--- config.mk ---
export PLATFORM = sky130hd
export DESIGN_NAME = request_unit_mp
export DESIGN_NICKNAME = d
export VERILOG_FILES = /design/src/rtl/request_unit_mp.sv
export SDC_FILE = /design/constraint.sdc
export NUM_CORES = 1
export LEC_CHECK = 0
export BUFFER_PORTS_ARGS = -buffer_cell sky130_fd_sc_hd__buf_4
export CELL_PAD_IN_SITES_DETAIL_PLACEMENT = 0
export CELL_PAD_IN_SITES_GLOBAL_PLACEMENT = 1
export CORE_ASPECT_RATIO = 1.1
export CORE_MARGIN = 10
export CORE_UTILIZATION = 39
export CTS_BUF_LIST = sky130_fd_sc_hd__clkbuf_16
export DETAILED_ROUTE_END_ITERATION = 10
export PLACE_DENSITY = 0.84
export SETUP_SLACK_MARGIN = 0.3
export SYNTH_ARGS = -nofsm -noshare
export SYNTH_HDL_FRONTEND = slang
export SYNTH_SLANG_ARGS = --single-unit
--- constraint.sdc ---
create_clock -name CLK -period 3.84 [get_ports CLK]
set_input_delay 0.768 -clock CLK [delete_from_list [all_inputs] [get_ports CLK]]
set_output_delay 0.768 -clock CLK [all_outputs]
set_load 0.02 [all_outputs]
--- src/rtl/request_unit_mp.sv ---
// Multi-port CPU request unit: latches imem/dmem requests until hit,
// with per-port wait counters, sticky timeouts and halt drain.
// Ports: CLK, RST (async high), ihit, iREN, dREN/dWEN/dhit[NPORTS], halt;
// imemren, dmemren/dmemwen/timeout[NPORTS], wait_cnt[NPORTS*CNTW],
// halted, req_count[32]. Define REQUEST_UNIT_STATS_EN to enable req_count.
module request_unit_mp #(
  parameter int NPORTS  = 2,
  parameter int CNTW    = 8,
  parameter int TIMEOUT = 200
) (
  input  logic                   CLK,
  input  logic                   RST,
  input  logic                   ihit,
  input  logic                   iREN,
  input  logic [NPORTS-1:0]      dREN,
  input  logic [NPORTS-1:0]      dWEN,
  input  logic [NPORTS-1:0]      dhit,
  input  logic                   halt,
  output logic                   imemren,
  output logic [NPORTS-1:0]      dmemren,
  output logic [NPORTS-1:0]      dmemwen,
  output logic [NPORTS-1:0]      timeout,
  output logic [NPORTS*CNTW-1:0] wait_cnt,
  output logic                   halted,
  output logic [31:0]            req_count
);

  typedef enum logic [1:0] {
    G_RUN,
    G_DRAIN,
    G_HALTED
  } gstate_t;

  typedef enum logic [1:0] {
    P_IDLE,
    P_RD,
    P_WR
  } pstate_t;

  localparam logic [CNTW-1:0] TO = CNTW'(TIMEOUT);

  gstate_t r_gstate;
  gstate_t w_gnext;

  pstate_t r_pstate [NPORTS];
  pstate_t w_pnext  [NPORTS];

  logic [CNTW-1:0]   r_cnt [NPORTS];
  logic [NPORTS-1:0] r_timeout;
  logic              r_imemren;

  logic [NPORTS-1:0] w_rd;
  logic [NPORTS-1:0] w_wr;
  logic [NPORTS-1:0] w_busy;
  logic              w_stop;

  // A halt seen in RUN already blocks new latches and drops reads,
  // so the drain takes effect in the same edge that samples halt.
  assign w_stop = (r_gstate != G_RUN) | halt;

  always_comb begin
    w_rd   = '0;
    w_wr   = '0;
    w_busy = '0;
    for (int i = 0; i < NPORTS; i++) begin
      w_rd[i]   = (r_pstate[i] == P_RD);
      w_wr[i]   = (r_pstate[i] == P_WR);
      w_busy[i] = w_rd[i] | w_wr[i];
    end
  end

  always_comb begin
    w_gnext = r_gstate;
    case (r_gstate)
      G_RUN:    if (halt) w_gnext = G_DRAIN;
      G_DRAIN:  if (!(|w_wr)) w_gnext = G_HALTED;
      G_HALTED: w_gnext = G_HALTED;
      default:  w_gnext = G_RUN;
    endcase
  end

  // dhit wins over ihit: a retiring port goes idle and cannot
  // re-latch in that same cycle.
  always_comb begin
    for (int i = 0; i < NPORTS; i++) begin
      w_pnext[i] = r_pstate[i];
      case (r_pstate[i])
        P_IDLE: begin
          if (!w_stop && ihit && dWEN[i])
            w_pnext[i] = P_WR;
          else if (!w_stop && ihit && dREN[i])
            w_pnext[i] = P_RD;
        end
        P_RD: begin
          if (dhit[i] || w_stop)
            w_pnext[i] = P_IDLE;
        end
        P_WR: begin
          if (dhit[i])
            w_pnext[i] = P_IDLE;
        end
        default: w_pnext[i] = P_IDLE;
      endcase
    end
  end

  always_ff @(posedge CLK or posedge RST) begin
    if (RST) begin
      r_gstate  <= G_RUN;
      r_imemren <= 1'b1;
    end else begin
      r_gstate  <= w_gnext;
      r_imemren <= (w_gnext == G_RUN) & iREN;
    end
  end

  always_ff @(posedge CLK or posedge RST) begin
    if (RST) begin
      for (int i = 0; i < NPORTS; i++) begin
        r_pstate[i] <= P_IDLE;
        r_cnt[i]    <= '0;
      end
      r_timeout <= '0;
    end else begin
      for (int i = 0; i < NPORTS; i++) begin
        r_pstate[i] <= w_pnext[i];
        if (!w_busy[i] && (w_pnext[i] != P_IDLE))
          r_cnt[i] <= '0;
        else if (w_busy[i] && (r_cnt[i] != '1))
          r_cnt[i] <= r_cnt[i] + 1'b1;
        if (w_busy[i] && (r_cnt[i] == TO))
          r_timeout[i] <= 1'b1;
      end
    end
  end

  always_comb begin
    wait_cnt = '0;
    for (int i = 0; i < NPORTS; i++)
      wait_cnt[i*CNTW +: CNTW] = r_cnt[i];
  end

  assign imemren = r_imemren;
  assign dmemren = w_rd;
  assign dmemwen = w_wr;
  assign timeout = r_timeout;
  assign halted  = (r_gstate == G_HALTED);

`ifdef REQUEST_UNIT_STATS_EN
  logic [NPORTS-1:0] w_done;
  logic [31:0]       w_ret;
  logic [31:0]       r_req_count;

  assign w_done = dhit & w_busy;

  always_comb begin
    w_ret = '0;
    for (int i = 0; i < NPORTS; i++)
      w_ret = w_ret + 32'(w_done[i]);
  end

  always_ff @(posedge CLK or posedge RST) begin
    if (RST)
      r_req_count <= '0;
    else
      r_req_count <= r_req_count + w_ret;
  end

  assign req_count = r_req_count;
`else
  assign req_count = '0;
`endif

endmodule

== After elaboration in Yosys (flattened, before gate mapping) ==
Index checks and enable logic that the tools add are counted.

* Register bits: 25
* Output and inout bits: 56

* Eq/ne operators: 10
* Add/subtract/negate cells: 2
* Reduce and logical (&&, ||, !) cells: 26
* Mux-type cells: 17
* Bitwise gates (word level): 4

{| class="wikitable"
|+ Operators by type and width
! operator !! number
|-
| $mux 8 || 4
|-
| $mux 2 || 10
|-
| $pmux 2 s3 || 3
|-
| $add 8x1->8 const B || 2
|-
| $eq 8x8->1 const B || 2
|-
| $ne 8x8->1 const B || 2
|-
| $logic_and 1x1->1 || 11
|-
| $reduce_bool 2->1 || 5
|-
| $logic_not 2->1 || 4
|-
| $eq 2x1->1 const B || 3
|-
| $eq 2x2->1 const B || 3
|-
| $logic_not 1->1 || 3
|-
| $or 1x1->1 || 3
|-
| $logic_or 1x1->1 || 2
|-
| $reduce_or 2->1 || 1
|-
| $and 1x1->1 || 1
|}

== Depth between registers and ports, before layout ==
* Depth after elaboration: 11
* Depth in mapped cells: 7
* Gate-level depth less buffers: 6

== Least setup slack after synthesis ==
Ideal clock, no wire load.

* Path kind: input to register
* From: input port halt
* To: register r_cnt (netlist bit wait_cnt[2])
* Cell stages on the path: 4
* Data required time: 3.702 ns
* Arrival: 1.709 ns
* Library setup time: 0.138 ns
* Path slack: 1.993 ns
* Cells stage by stage: nor4b_4 > o211ai_2 > a211oi_2 > nor3_1

* Cells in the longest elaborated chain, start to end: 10
* Elaborated cells on any way between the ends: 14
* Classes of those cells: mux (5); bitwise (1); reduce/logical (8)

{| class="wikitable"
|+ Ends and longest elaborated chain
! what !! RTL line !! RTL
|-
| start, declared || 18 || <nowiki>input logic halt,</nowiki>
|-
| $or 1x1->1 (*) || 59 || <nowiki>assign w_stop = (r_gstate != G_RUN) | halt;</nowiki>
|-
| $logic_not 1->1 || 89, 91 ||
|-
| $logic_and 1x1->1 || 89, 91 ||
|-
| $logic_and 1x1->1 || 91 || <nowiki>else if (!w_stop && ihit && dREN[i])</nowiki>
|-
| $mux 2 || 91 ||
|-
| $mux 2 || 89 || <nowiki>if (!w_stop && ihit && dWEN[i])</nowiki>
|-
| $pmux 2 s3 (*) || 87 || <nowiki>case (r_pstate[i])</nowiki>
|-
| $reduce_bool 2->1 (*) || 127 || <nowiki>if (!w_busy[i] && (w_pnext[i] != P_IDLE))</nowiki>
|-
| $logic_and 1x1->1 (*) || 127 ||
|-
| $mux 8 / $reduce_bool 2->1 (equally long branches) || - ||
|-
| end signal, assigned by index || 130 || <nowiki>r_cnt[i] <= r_cnt[i] + 1'b1;</nowiki>
|-
| end, declared || 48 || <nowiki>logic [CNTW-1:0] r_cnt [NPORTS];</nowiki>
|}

Mark *: on every way between the ends. The rest lies on a longest branch, timed or not.
A chain may end at the register's enable or synchronous reset.

== Final worst setup path ==
* From: register r_pstate[0] (netlist bit)
* To: register r_cnt (netlist bit wait_cnt[15])

* Cells in the longest elaborated chain, start to end: 6
* Elaborated cells on any way between the ends: 15
* Classes of those cells: eq/ne (2); mux (6); bitwise (1); reduce/logical (6)

{| class="wikitable"
|+ Ends and longest elaborated chain
! what !! RTL line !! RTL
|-
| start, declared || 45 || <nowiki>pstate_t r_pstate [NPORTS];</nowiki>
|-
| start signal, assigned by index || 126 || <nowiki>r_pstate[i] <= w_pnext[i];</nowiki>
|-
| $mux 2 || 91 ||
|-
| $mux 2 || 89 ||
|-
| $pmux 2 s3 || 87 ||
|-
| $reduce_bool 2->1 || 127 ||
|-
| $logic_and 1x1->1 || 127 ||
|-
| $mux 8 / $reduce_bool 2->1 (equally long branches) || - ||
|}

Parallel ways exist; a longest one is shown, timed or not.

==> summary.txt <==
Outcome
  • Outcome: finished, final reports clean

Yosys
  • Yosys top cell by area: dfrtp_1
  • Post-synthesis cell area: between 1500 and 2000 sq um
  • Post-synth top area share: between 30% and 40%
  • Warnings from Yosys: 0
  • Mapped Avg Cell Area: between 9 and 10 sq um
  • Synth area leaders: dfrtp_1 33%, buf_4 13%, ha_1 8.2%, nor3_1 3.5%, nand2_1 2.9%
  • Yosys reg bits: 25
  • Distinct cells, synth: 43
  • Post-Syn Instances: 204
  • Register area share after synthesis: around 34%

Finish
  • Most common cell after layout, fill and taps aside: buf_4
  • Final cell utilization of the core: 45.61%
  • Layout Nets: between 200 and 300
  • Layout cells sized above 1: 20.68%
  • Most frequent cells in the layout: 34 x buf_4, 32 x conb_1, 24 x dfrtp_1, 14 x nand2_1, 13 x nor3_1
  • Layout Cells excl Fill: between 200 and 300
  • Antenna diodes: 0
  • Synthesis-to-finish area growth: 14.48%

Worst hold path
  • Hold Path Class: reg2reg
  • Worst Hold Depth: 1

STA
  • Fmax achieved: between 400 and 500 MHz
  • Final hold vios: 0
  • Fin crit share: a little over half
  • Minimum clock period: around 2100 ps
  • Hold_ws: ~480 ps
  • Worst slew margin: 33.25%
  • Slew @ Worst Pin: between 1000 and 1500 ps
  • Slew Limit Fails: 0
  • # setup viols final: 0
  • Clock Skew: around 5.9 ps
  • RSZ-0062 raised after global routing: false
  • TNS Setup: 0 ps

Placed design
  • Post-DP HPWL: between 3000 and 4000 um
  • Routability cong.: between 0.8 and 0.9
  • Port Buffer Count: 34
  • Placed cells: around 290

Clock tree
  • Clock slew at reported path FFs: approximately 70 ps
  • Root buffer cell: clkbuf_16
  • Clock latency on the worst-skew pair: around 260 ps
  • Clock sink total: 25
  • Postcts setup bufs: 0
  • Post-cts sizing count: 0
  • H-tree levels: 1
  • CTS buffer count: 3
  • Hold bufs inserted after CTS: 0
  • Clock buffer depth: 2
  • CTS tree: done

Power and ir drop
  • Combinational share of power: 49.6%
  • Static Leak: just under 1 nW
  • Overall power: between 1 and 1.5 mW
  • Switching Fraction: approximately 43%
  • Internal: just over 700 uW
  • Seq pwr share: between 30% and 40%
  • Psw: about 550 uW
  • Clock share of power: between 10% and 20%
  • Worst VDD drop: roughly 0.00050 V
  • PwrDens: between 600 and 700 nW/um^2

Global route
  • GR Overflow Total: 0
  • First-pass GRT wire length: 6900 um
  • Initial antenna violation count: 0
  • Vias in the first global route: about 1,500
  • Gr usage total: 10.27%
  • Largest net degree at the start of global routing: 26

Setup path
  • Kind of critical path: reg2reg
  • Crit. End Element: register
  • CP Depth: 6
  • CP delay by family, top: simple AND/OR/NAND/NOR gates
  • CP arrival: 2280 ps
  • Critical Path RT: approximately 4000 ps
  • Max incr delay on CP: 500 ps
  • Slowest cell on the critical path: ha_1
  • CP Buf/Inv Count: 1
  • R2R cell count: 6
  • Worst-path cell chain: inv_1 -> ha_1 -> and4_1 -> nand2_1 -> or4_1 -> a21oi_1
  • CP startpoint kind: register
  • Crit path max fanout: 13

Routing
  • Number of remaining DRC errors: 0
  • DR iter-0 viols: between 60 and 70
  • Vias per cell: 5.000
  • Wire per inst: 14.40 um
  • Vias: roughly 1,500
  • Antenna-violating nets left: 0
  • Final wirelength: ~4200 um
  • Drt pass-1 iters: 4

Die
  • Row count: 26
  • Chip Width: ~86 um
  • Core region area: about 4600 sq um
  • Die area: 7870 sq um
  • # IOs: between 60 and 70
  • Die height: between 90 and 100 um
  • Initial core utilization: between 30 and 40%

Flow run
  • Max cap viols: 0
-- final timing paths --
check | slack [ps] | to | startpoint
min in group asynchronous | 740 | wait_cnt[13]$_DFFE_PP0P_ | RST
max | 1750 | wait_cnt[15]$_DFFE_PP0P_ | r_pstate[0]$_DFF_PP0_
min | 480 | timeout[0]$_DFFE_PP0P_ | timeout[0]$_DFFE_PP0P_
min reg2reg | 480 | timeout[0]$_DFFE_PP0P_ | timeout[0]$_DFFE_PP0P_
max in group asynchronous | 2490 | wait_cnt[3]$_DFFE_PP0P_ | RST
max reg2reg | 1750 | wait_cnt[15]$_DFFE_PP0P_ | r_pstate[0]$_DFF_PP0_
-- final cells by class --
type / instances / area [sq um]
fill: 469 / 2512
multi-input combinational: 162 / 1030
sequential: 25 / 626.9
timing repair buffer: 34 / 255.2
clock buffer: 3 / 75.07
tap: 56 / 70.07
inverter: 12 / 45.04
clock inverter: 1 / 5.005
-- registers in the layout, indices dropped and copies added (netlist names) --
name,flops
imemren,1
r_gstate,2
r_pstate,4
timeout,2
wait_cnt,16
-- layer usage --
metal	track usage, %	share of wire [%]	vias to the layer above
li1	-	-	736
met1	12.49	45	678
met2	16.81	47	48
met3	3.363	6.9	3
met4	2.885	0.71	0
met5	0	0	-
-- worst register-to-register path, delay by kind of cell, from the launching register on --
| family | cells | cell delay (ps) |
|---|---|---|
| and+or+nand+nor | 3 | 810 |
| buffers and inverters | 1 | 110 |
| AOI/OAI and AO/OA | 1 | 160 |
| adders and majority gates | 1 | 510 |
| DFF | 1 | 430 |
-- through the flow --
step / area, sq um / setup WS, ps
global placement: 2027 / 1686
floorplan: 1957 / 1993
CTS: 2107 / 1750
detailed placement: 2027 / 1648
global route: 2107 / 1574
finish: 2107 / 1748
-- synthesized netlist by cell type --
master / number
buf_4: 32
o2bb2ai_1: 3
o21ai_0: 1
and3_1: 2
ha_1: 12
o31ai_1: 2
a32o_1: 1
nand3_1: 7
or4b_2: 2
a31oi_1: 4
or4_1: 2
a21o_1: 2
inv_1: 12
nand4_1: 4
nor4b_4: 1
dfstp_2: 1
nor3b_1: 2
and4_1: 5
a31o_2: 1
xnor2_1: 2
a22o_1: 1
conb_1: 1
buf_1: 1
a21oi_1: 8
o41ai_1: 2
a211oi_2: 1
clkbuf_1: 3
o211ai_1: 1
o221ai_1: 1
nor3_1: 13
dfrtp_1: 24
nor2b_1: 5
mux2_2: 2
nor2_1: 12
o211ai_2: 1
or3_1: 1
o21bai_1: 4
a211oi_1: 6
nand2b_1: 2
nand2_1: 14
o22ai_2: 1
a221o_1: 1
or2_2: 1
-- cell families (layout without fill, tap and decap cells) --
group,after synthesis,after routing,synth area share (%)
xor+xnor,2,2,0.9519
flops,25,25,34.06
mux,2,2,1.224
fa+ha+maj,12,12,8.157
buf+inv,48,50,16.31
other cells,1,32,0.2037
compound gates,41,41,16.86
simple gates,73,73,22.23
-- power groups by stage --
| stage | combinational (mW) | clock [mW] | sequential [mW] |
|---|---|---|---|
| after global routing | 0.714 | 0.259 | 0.414 |
| final | 0.633 | 0.238 | 0.403 |
| after detailed placement | 0.642 | 0 | 0.409 |
| after CTS | 0.644 | 0.242 | 0.404 |
| after global placement | 0.636 | 0 | 0.409 |
| after floorplan | 0.452 | 0 | 0.433 |
(Power assumes the default switching activity.)
